[src/rtl/jkff_pkg.sv]
// Shared definitions for the JK flip-flop monitor and related JK logic.
//   state_t  : monitor FSM states (IDLE, SYNC, TRACK, HALT)
//   HOLD/RST/SET/TGL : JK excitation opcodes, packed as {j,k}
//   jk_next  : single-bit JK characteristic equation
package jkff_pkg;

  typedef enum logic [1:0] {
    IDLE  = 2'd0,
    SYNC  = 2'd1,
    TRACK = 2'd2,
    HALT  = 2'd3
  } state_t;

  localparam logic [1:0] HOLD = 2'b00;
  localparam logic [1:0] RST  = 2'b01;
  localparam logic [1:0] SET  = 2'b10;
  localparam logic [1:0] TGL  = 2'b11;

  function automatic logic jk_next(input logic j, input logic k, input logic q);
    logic r;
    case ({j, k})
      HOLD:    r = q;
      RST:     r = 1'b0;
      SET:     r = 1'b1;
      default: r = ~q;   // TGL
    endcase
    return r;
  endfunction

endpackage

[src/rtl/jk_expect.sv]
// Combinational N-bit JK characteristic-equation evaluator.
//   j, k   in  N  excitation per bit
//   q      in  N  present state per bit
//   q_next out N  state after the next clock edge
module jk_expect
  import jkff_pkg::*;
#(
  parameter int N = 4
) (
  input  logic [N-1:0] j,
  input  logic [N-1:0] k,
  input  logic [N-1:0] q,
  output logic [N-1:0] q_next
);

  for (genvar i = 0; i < N; i++) begin : g_bit
    assign q_next[i] = jk_next(j[i], k[i], q[i]);
  end

endmodule

[src/rtl/jkff_monitor.sv]
// Passive checker for an N-bit JK register. Samples j/k/q on one edge and
// checks the q seen on the following edge against the JK characteristic
// equation, reporting a per-edge strobe, a sticky flag, a saturating error
// count and the failing-bit mask of the first mismatch.
//
// Ports:
//   clk        in   clock, same edge as the observed flops
//   rst        in   synchronous active-high reset
//   en         in   checking enable (0 = pause, sample discarded)
//   j, k       in   N  excitation presented to the observed flops
//   q, qbar    in   N  observed flop outputs
//   err_pulse  out  one-cycle strobe per mismatching edge
//   err_sticky out  set on the first mismatch, cleared by rst only
//   err_count  out  CW  saturating mismatch counter
//   fail_mask  out  N  mismatch vector captured at the first mismatch
//   busy       out  high while in TRACK
//
// Build option: define JKFF_MONITOR_QBAR_CHECK_EN to also check qbar == ~q
// on every tracked edge; otherwise qbar is ignored.
module jkff_monitor
  import jkff_pkg::*;
#(
  parameter int N            = 4,
  parameter int CW           = 8,
  parameter int STOP_ON_FAIL = 0
) (
  input  logic          clk,
  input  logic          rst,
  input  logic          en,
  input  logic [N-1:0]  j,
  input  logic [N-1:0]  k,
  input  logic [N-1:0]  q,
  input  logic [N-1:0]  qbar,
  output logic          err_pulse,
  output logic          err_sticky,
  output logic [CW-1:0] err_count,
  output logic [N-1:0]  fail_mask,
  output logic          busy
);

  localparam logic [CW-1:0] CNT_MAX = '1;
  localparam logic [CW-1:0] CNT_ONE = CW'(1);

  state_t       state, state_nxt;
  logic [N-1:0] j_s, k_s, q_s;
  logic [N-1:0] exp_q;
  logic [N-1:0] qbar_bad;
  logic [N-1:0] mm;
  logic         check;
  logic         capture;
  logic         fail;

  // Expected q from the samples taken on the previous edge.
  jk_expect #(.N(N)) u_expect (
    .j      (j_s),
    .k      (k_s),
    .q      (q_s),
    .q_next (exp_q)
  );

`ifdef JKFF_MONITOR_QBAR_CHECK_EN
  always_comb begin
    qbar_bad = '0;
    for (int i = 0; i < N; i++) qbar_bad[i] = (qbar[i] !== ~q[i]);
  end
`else
  logic unused_qbar;
  assign qbar_bad    = '0;
  assign unused_qbar = ^qbar;
`endif

  // Case inequality so an X/Z on q is flagged rather than masked.
  always_comb begin
    mm = '0;
    for (int i = 0; i < N; i++) mm[i] = (q[i] !== exp_q[i]) | qbar_bad[i];
  end

  assign check   = (state == TRACK) && en;
  assign capture = ((state == SYNC) && en) || check;
  assign fail    = check && (|mm);

  // State register
  always_ff @(posedge clk) begin
    if (rst) state <= IDLE;
    else     state <= state_nxt;
  end

  // Next-state logic
  always_comb begin
    state_nxt = state;
    case (state)
      IDLE:  if (en) state_nxt = SYNC;
      SYNC:  if (en) state_nxt = TRACK;
      TRACK: begin
        // Dropping en discards the pending sample; re-prime before checking.
        if (!en)                                  state_nxt = SYNC;
        else if ((STOP_ON_FAIL != 0) && (|mm))    state_nxt = HALT;
      end
      default: state_nxt = HALT;
    endcase
  end

  // Output logic
  always_comb begin
    busy = (state == TRACK);
  end

  // Sample registers and error reporting
  always_ff @(posedge clk) begin
    if (rst) begin
      j_s        <= '0;
      k_s        <= '0;
      q_s        <= '0;
      err_pulse  <= 1'b0;
      err_sticky <= 1'b0;
      err_count  <= '0;
      fail_mask  <= '0;
    end else begin
      if (capture) begin
        j_s <= j;
        k_s <= k;
        q_s <= q;
      end
      err_pulse <= fail;
      if (fail) begin
        if (err_count != CNT_MAX) err_count <= err_count + CNT_ONE;
        err_sticky <= 1'b1;
        if (!err_sticky) fail_mask <= mm;
      end
    end
  end

endmodule

[config.mk]
export PLATFORM = sky130hd
export DESIGN_NAME = jkff_monitor
export DESIGN_NICKNAME = d
export VERILOG_FILES = /design/src/rtl/jkff_pkg.sv /design/src/rtl/jk_expect.sv /design/src/rtl/jkff_monitor.sv
export SDC_FILE = /design/constraint.sdc
export NUM_CORES = 1
export LEC_CHECK = 0
export ABC_AREA = 1
export ABC_CLOCK_PERIOD_IN_PS = 1600
export CAP_MARGIN = 20
export CORE_ASPECT_RATIO = 0.8
export CORE_UTILIZATION = 44
export CTS_BUF_LIST = sky130_fd_sc_hd__clkbuf_16
export DETAILED_ROUTE_END_ITERATION = 6
export PLACE_DENSITY = 0.77
export SKIP_LAST_GASP = 1
export SLEW_MARGIN = 20
export SYNTH_ARGS = -nofsm -noshare
export SYNTH_HDL_FRONTEND = slang
export SYNTH_SLANG_ARGS = --single-unit
[constraint.sdc]
create_clock -name clk -period 1.6 [get_ports clk]
set_clock_uncertainty 0.2 [all_clocks]
set_input_delay 0.32 -clock clk [delete_from_list [all_inputs] [get_ports clk]]
set_output_delay 0.32 -clock clk [all_outputs]
set_load 0.05 [all_outputs]
==> summary.txt <==
STA
  • Worst-case headroom to the max-slew limit: 82.9%
  • Number of slew-limit violations in the final report: 0
  • Maximum clock rate: 644 MHz
  • Final period demand of the worst path: 1.55 ns
  • Worst-Margin Slew: 0.256 ns
  • Final hold violation count: 0
  • Final setup vio count: 0
  • Unrepaired setup endpoints after global routing: true
  • Final clock period utilization by the worst path: 97.0%
  • Worst slack on hold paths: 0.261 ns

CTS
  • Total clock buffers created by CTS: 3
  • Root cell of the clock tree: sky130_fd_sc_hd__clkbuf_16
  • Worst-skew pair later-pin latency: 0.26 ns
  • Clock tree from TritonCTS: yes
  • # H-tree levels: 1
  • Clk pin slew, worst setup/hold paths: 0.07 ns
  • Number of buffers on the longest clock path: 2
  • Clock sink count: 28
  • Hold buffer count at cts: 0

Synthesis
  • Post-Synth Adder-Cell Area: 0.842%
  • Leading area contributor after synthesis: sky130_fd_sc_hd__dfxtp_1
  • Synth Net Count: 246
  • Parity-gate share of the synthesized area counting xor and xnor cells: 0.590%
  • Netlist area before placement: 0.00149 mm^2
  • Cells taking the most area after synthesis: sky130_fd_sc_hd__dfxtp_1 38%, sky130_fd_sc_hd__nand2_1 12%, sky130_fd_sc_hd__inv_1 12%, sky130_fd_sc_hd__nor2_1 6.1%, sky130_fd_sc_hd__nand4_1 5.5%
  • Dominant combinational cell family by area after synthesis: simple AND/OR/NAND/NOR gates
  • Synthesis-stage register bit count: 28
  • Multiplexer fraction of the synthesized cell area: 0%
  • Synthesized instance count: 226
  • Fraction of the mapped netlist area in compound gates: 9.01%
  • Fraction of the mapped netlist area in simple logic gates: 35.4%
  • Number of warnings issued by yosys: 0
  • Area share of the largest cell type after synthesis: 37.7%
  • Syn_area_per_cell: 6.57 um^2
  • Count of unique library cells instantiated by Yosys: 24
  • Sequential fraction of the synthesis area: 37.7%

Hold path
  • Hold path depth: 2
  • Min-Delay Endpoint: q_s[2]
  • Beginning of the worst hold path: q_s[2]
  • Min-Delay Path Class: reg -> reg

Routing
  • 1st-pass router iterations: 4
  • Average wire per cell in the routed design: 12.4 um
  • DRC violations left: 0
  • Via count normalized by instance count: 4.94
  • Number of routed nets with antenna violations: 0
  • Count of vias placed by the detailed router: 1,537
  • Total wirelength of the detailed-routed design: 3860 um
  • Iteration-0 DRC Markers: 119

Layout
  • Highest-count cells in the layout ignoring fill and taps: 44 x sky130_fd_sc_hd__inv_1, 36 x sky130_fd_sc_hd__nand2_1, 19 x sky130_fd_sc_hd__nor2_1
  • Share of post-route cells with drive strength above 1: 33.2%
  • Total Nets Final: 292
  • Most common library cell in the layout ignoring fill and taps: sky130_fd_sc_hd__inv_1
  • Share of the core filled with cells: 73.7%
  • Non-Filler Instances: 311
  • Finished layout cell area: 0.00232 mm^2
  • Layout overhead on the synthesized area: 56.4%
  • Diode count: 0

Power and ir drop
  • Cell-internal power: 1.25 mW
  • Leakage power: 1.04 nW
  • Tot Pwr: 1.76 mW
  • Total net switching power: 0.503 mW
  • Worst VDD drop: 0.463 mV
  • Part of the power in combinational logic: 23.6%
  • Clock power frac: 32.8%
  • P per Cell Area: 756 mW/mm^2
  • Part of the power in registers: 43.6%
  • Switching share of power: 28.6%

Global routing
  • First-pass GRT wire length: 5980 um
  • Gr usage total: 22.3%
  • Overflow left after global routing: 0
  • Initial antenna violation count: 0
  • Via count of the first global-routing pass: 1,445
  • Pin count of the biggest net entering global routing: 21

Placement
  • Total placed cells including tap cells: 304
  • Port Buf Inserts: 29
  • Area post-placement: 0.00209 mm^2
  • Routability congestion estimate: 0.779
  • Detailed placement HPWL: 2360 um

Worst setup path
  • Arrival time reported for the critical path endpoint: 1.52 ns
  • Depth of the worst register-to-register path: 11
  • Crit. Startpoint: q_s[1]
  • Endpoint of the most critical register-to-register path: fail_mask[0]
  • Type of element launching the critical path: register
  • Internal reg-to-reg setup slack: 0.05 ns
  • Critical path fanouts, max: 5
  • Kind of end point of the critical path: register
  • Class of the most critical setup path: reg -> reg
  • WP data required: 1.56 ns
  • Critical R2R Launch: q_s[1]

Floorplan
  • Standard cell core area: 0.00315 mm^2
  • Placement Rows: 18
  • Number of ports placed on the die boundary: 34
  • Effective utilization at floorplan: 47.1%
  • Die outline width: 67.0 um
  • Die height: 54.0 um
  • Die area: 0.00361 mm^2

Job
  • Max capacitance violation total: 0

Run status
  • Status: finished clean
[flip-flops by register name, summed over array words and instances, names as in the netlist]
register and count:
err_count 8, k_s 4, fail_mask 4, state 2, j_s 4, err_sticky 1
q_s 4, err_pulse 1
[cell usage after synthesis, drive strengths merged]
master,n
o21ai,14
inv,51
nand2,52
ha,1
nor3,3
a21oi,12
nand4,14
nor2,27
nand3b,1
buf,6
xnor2,1
dfxtp,28
nand3,14
clkbuf,2
[worst max-delay path, cell delays in order, from the launching register on]
cell	delay (ns)
sky130_fd_sc_hd__dfxtp_2	0.35
sky130_fd_sc_hd__inv_1	0.07
sky130_fd_sc_hd__nand2_2	0.07
sky130_fd_sc_hd__nand2_1	0.05
sky130_fd_sc_hd__nand2_1	0.06
sky130_fd_sc_hd__nand2_2	0.07
sky130_fd_sc_hd__nor2_4	0.19
sky130_fd_sc_hd__nand2_4	0.13
sky130_fd_sc_hd__nand3_4	0.11
sky130_fd_sc_hd__nand2_2	0.05
sky130_fd_sc_hd__inv_1	0.05
sky130_fd_sc_hd__nor2_1	0.04
[power groups by stage]
stage / Combinational [mW] / Sequential, mW / Clock (mW)
after global placement: 0.335 / 0.774 / 0
final: 0.415 / 0.765 / 0.575
after CTS: 0.378 / 0.760 / 0.573
after global routing: 0.452 / 0.769 / 0.609
after detailed placement: 0.341 / 0.775 / 0
after floorplan: 0.176 / 0.796 / 0
[cells by family after synthesis]
kind of cell,Yosys count
xor+xnor,1
simple gates,111
compound gates,26
flops,28
fa+ha+maj,1
buf+inv,59
[stage by stage]
stage | worst slack (ns) | TNS, ns
detailed placement | -0.426 | -6.02
CTS | -0.00681 | -0.0109
finish | 0.0477 | 0
global placement | -0.379 | -5.46
floorplan | 0.0171 | 0
global route | -0.0356 | -0.188
[how the worst max path moves through the flow]
stage | endpoint | slack [ns] | cells past startpoint
CTS | err_count[5] | -0.007 | 9
global placement | err_count[0] | -0.38 | 10
global route | fail_mask[1] | -0.04 | 10
finish | fail_mask[0] | 0.05 | 11
detailed placement | fail_mask[0] | -0.43 | 10
floorplan | err_count[3] | 0.02 | 7
[repair_timing]
item                                    CTS  global route
gates resized for setup                  12            34
endpoints found under the setup margin   14            14
buffers inserted                          0             1
pin swaps                                 3             9
gates cloned                              2             0
[routing by layer]
layer / share of wire (%) / GRT usage [%]
met5: 0 / 0
met4: 2.1 / 10.6
met3: 5.8 / 5.30
met2: 49 / 38.0
met1: 43 / 26.6
[final cells by class]
class | count | area [um^2]
fill | 223 | 831
multi-input combinational | 141 | 827
timing repair buffer | 47 | 596
sequential | 28 | 579
inverter | 51 | 191
clock buffer | 3 | 75.1
tap | 40 | 50.0
clock inverter | 1 | 3.75
(Power assumes the default switching activity.)
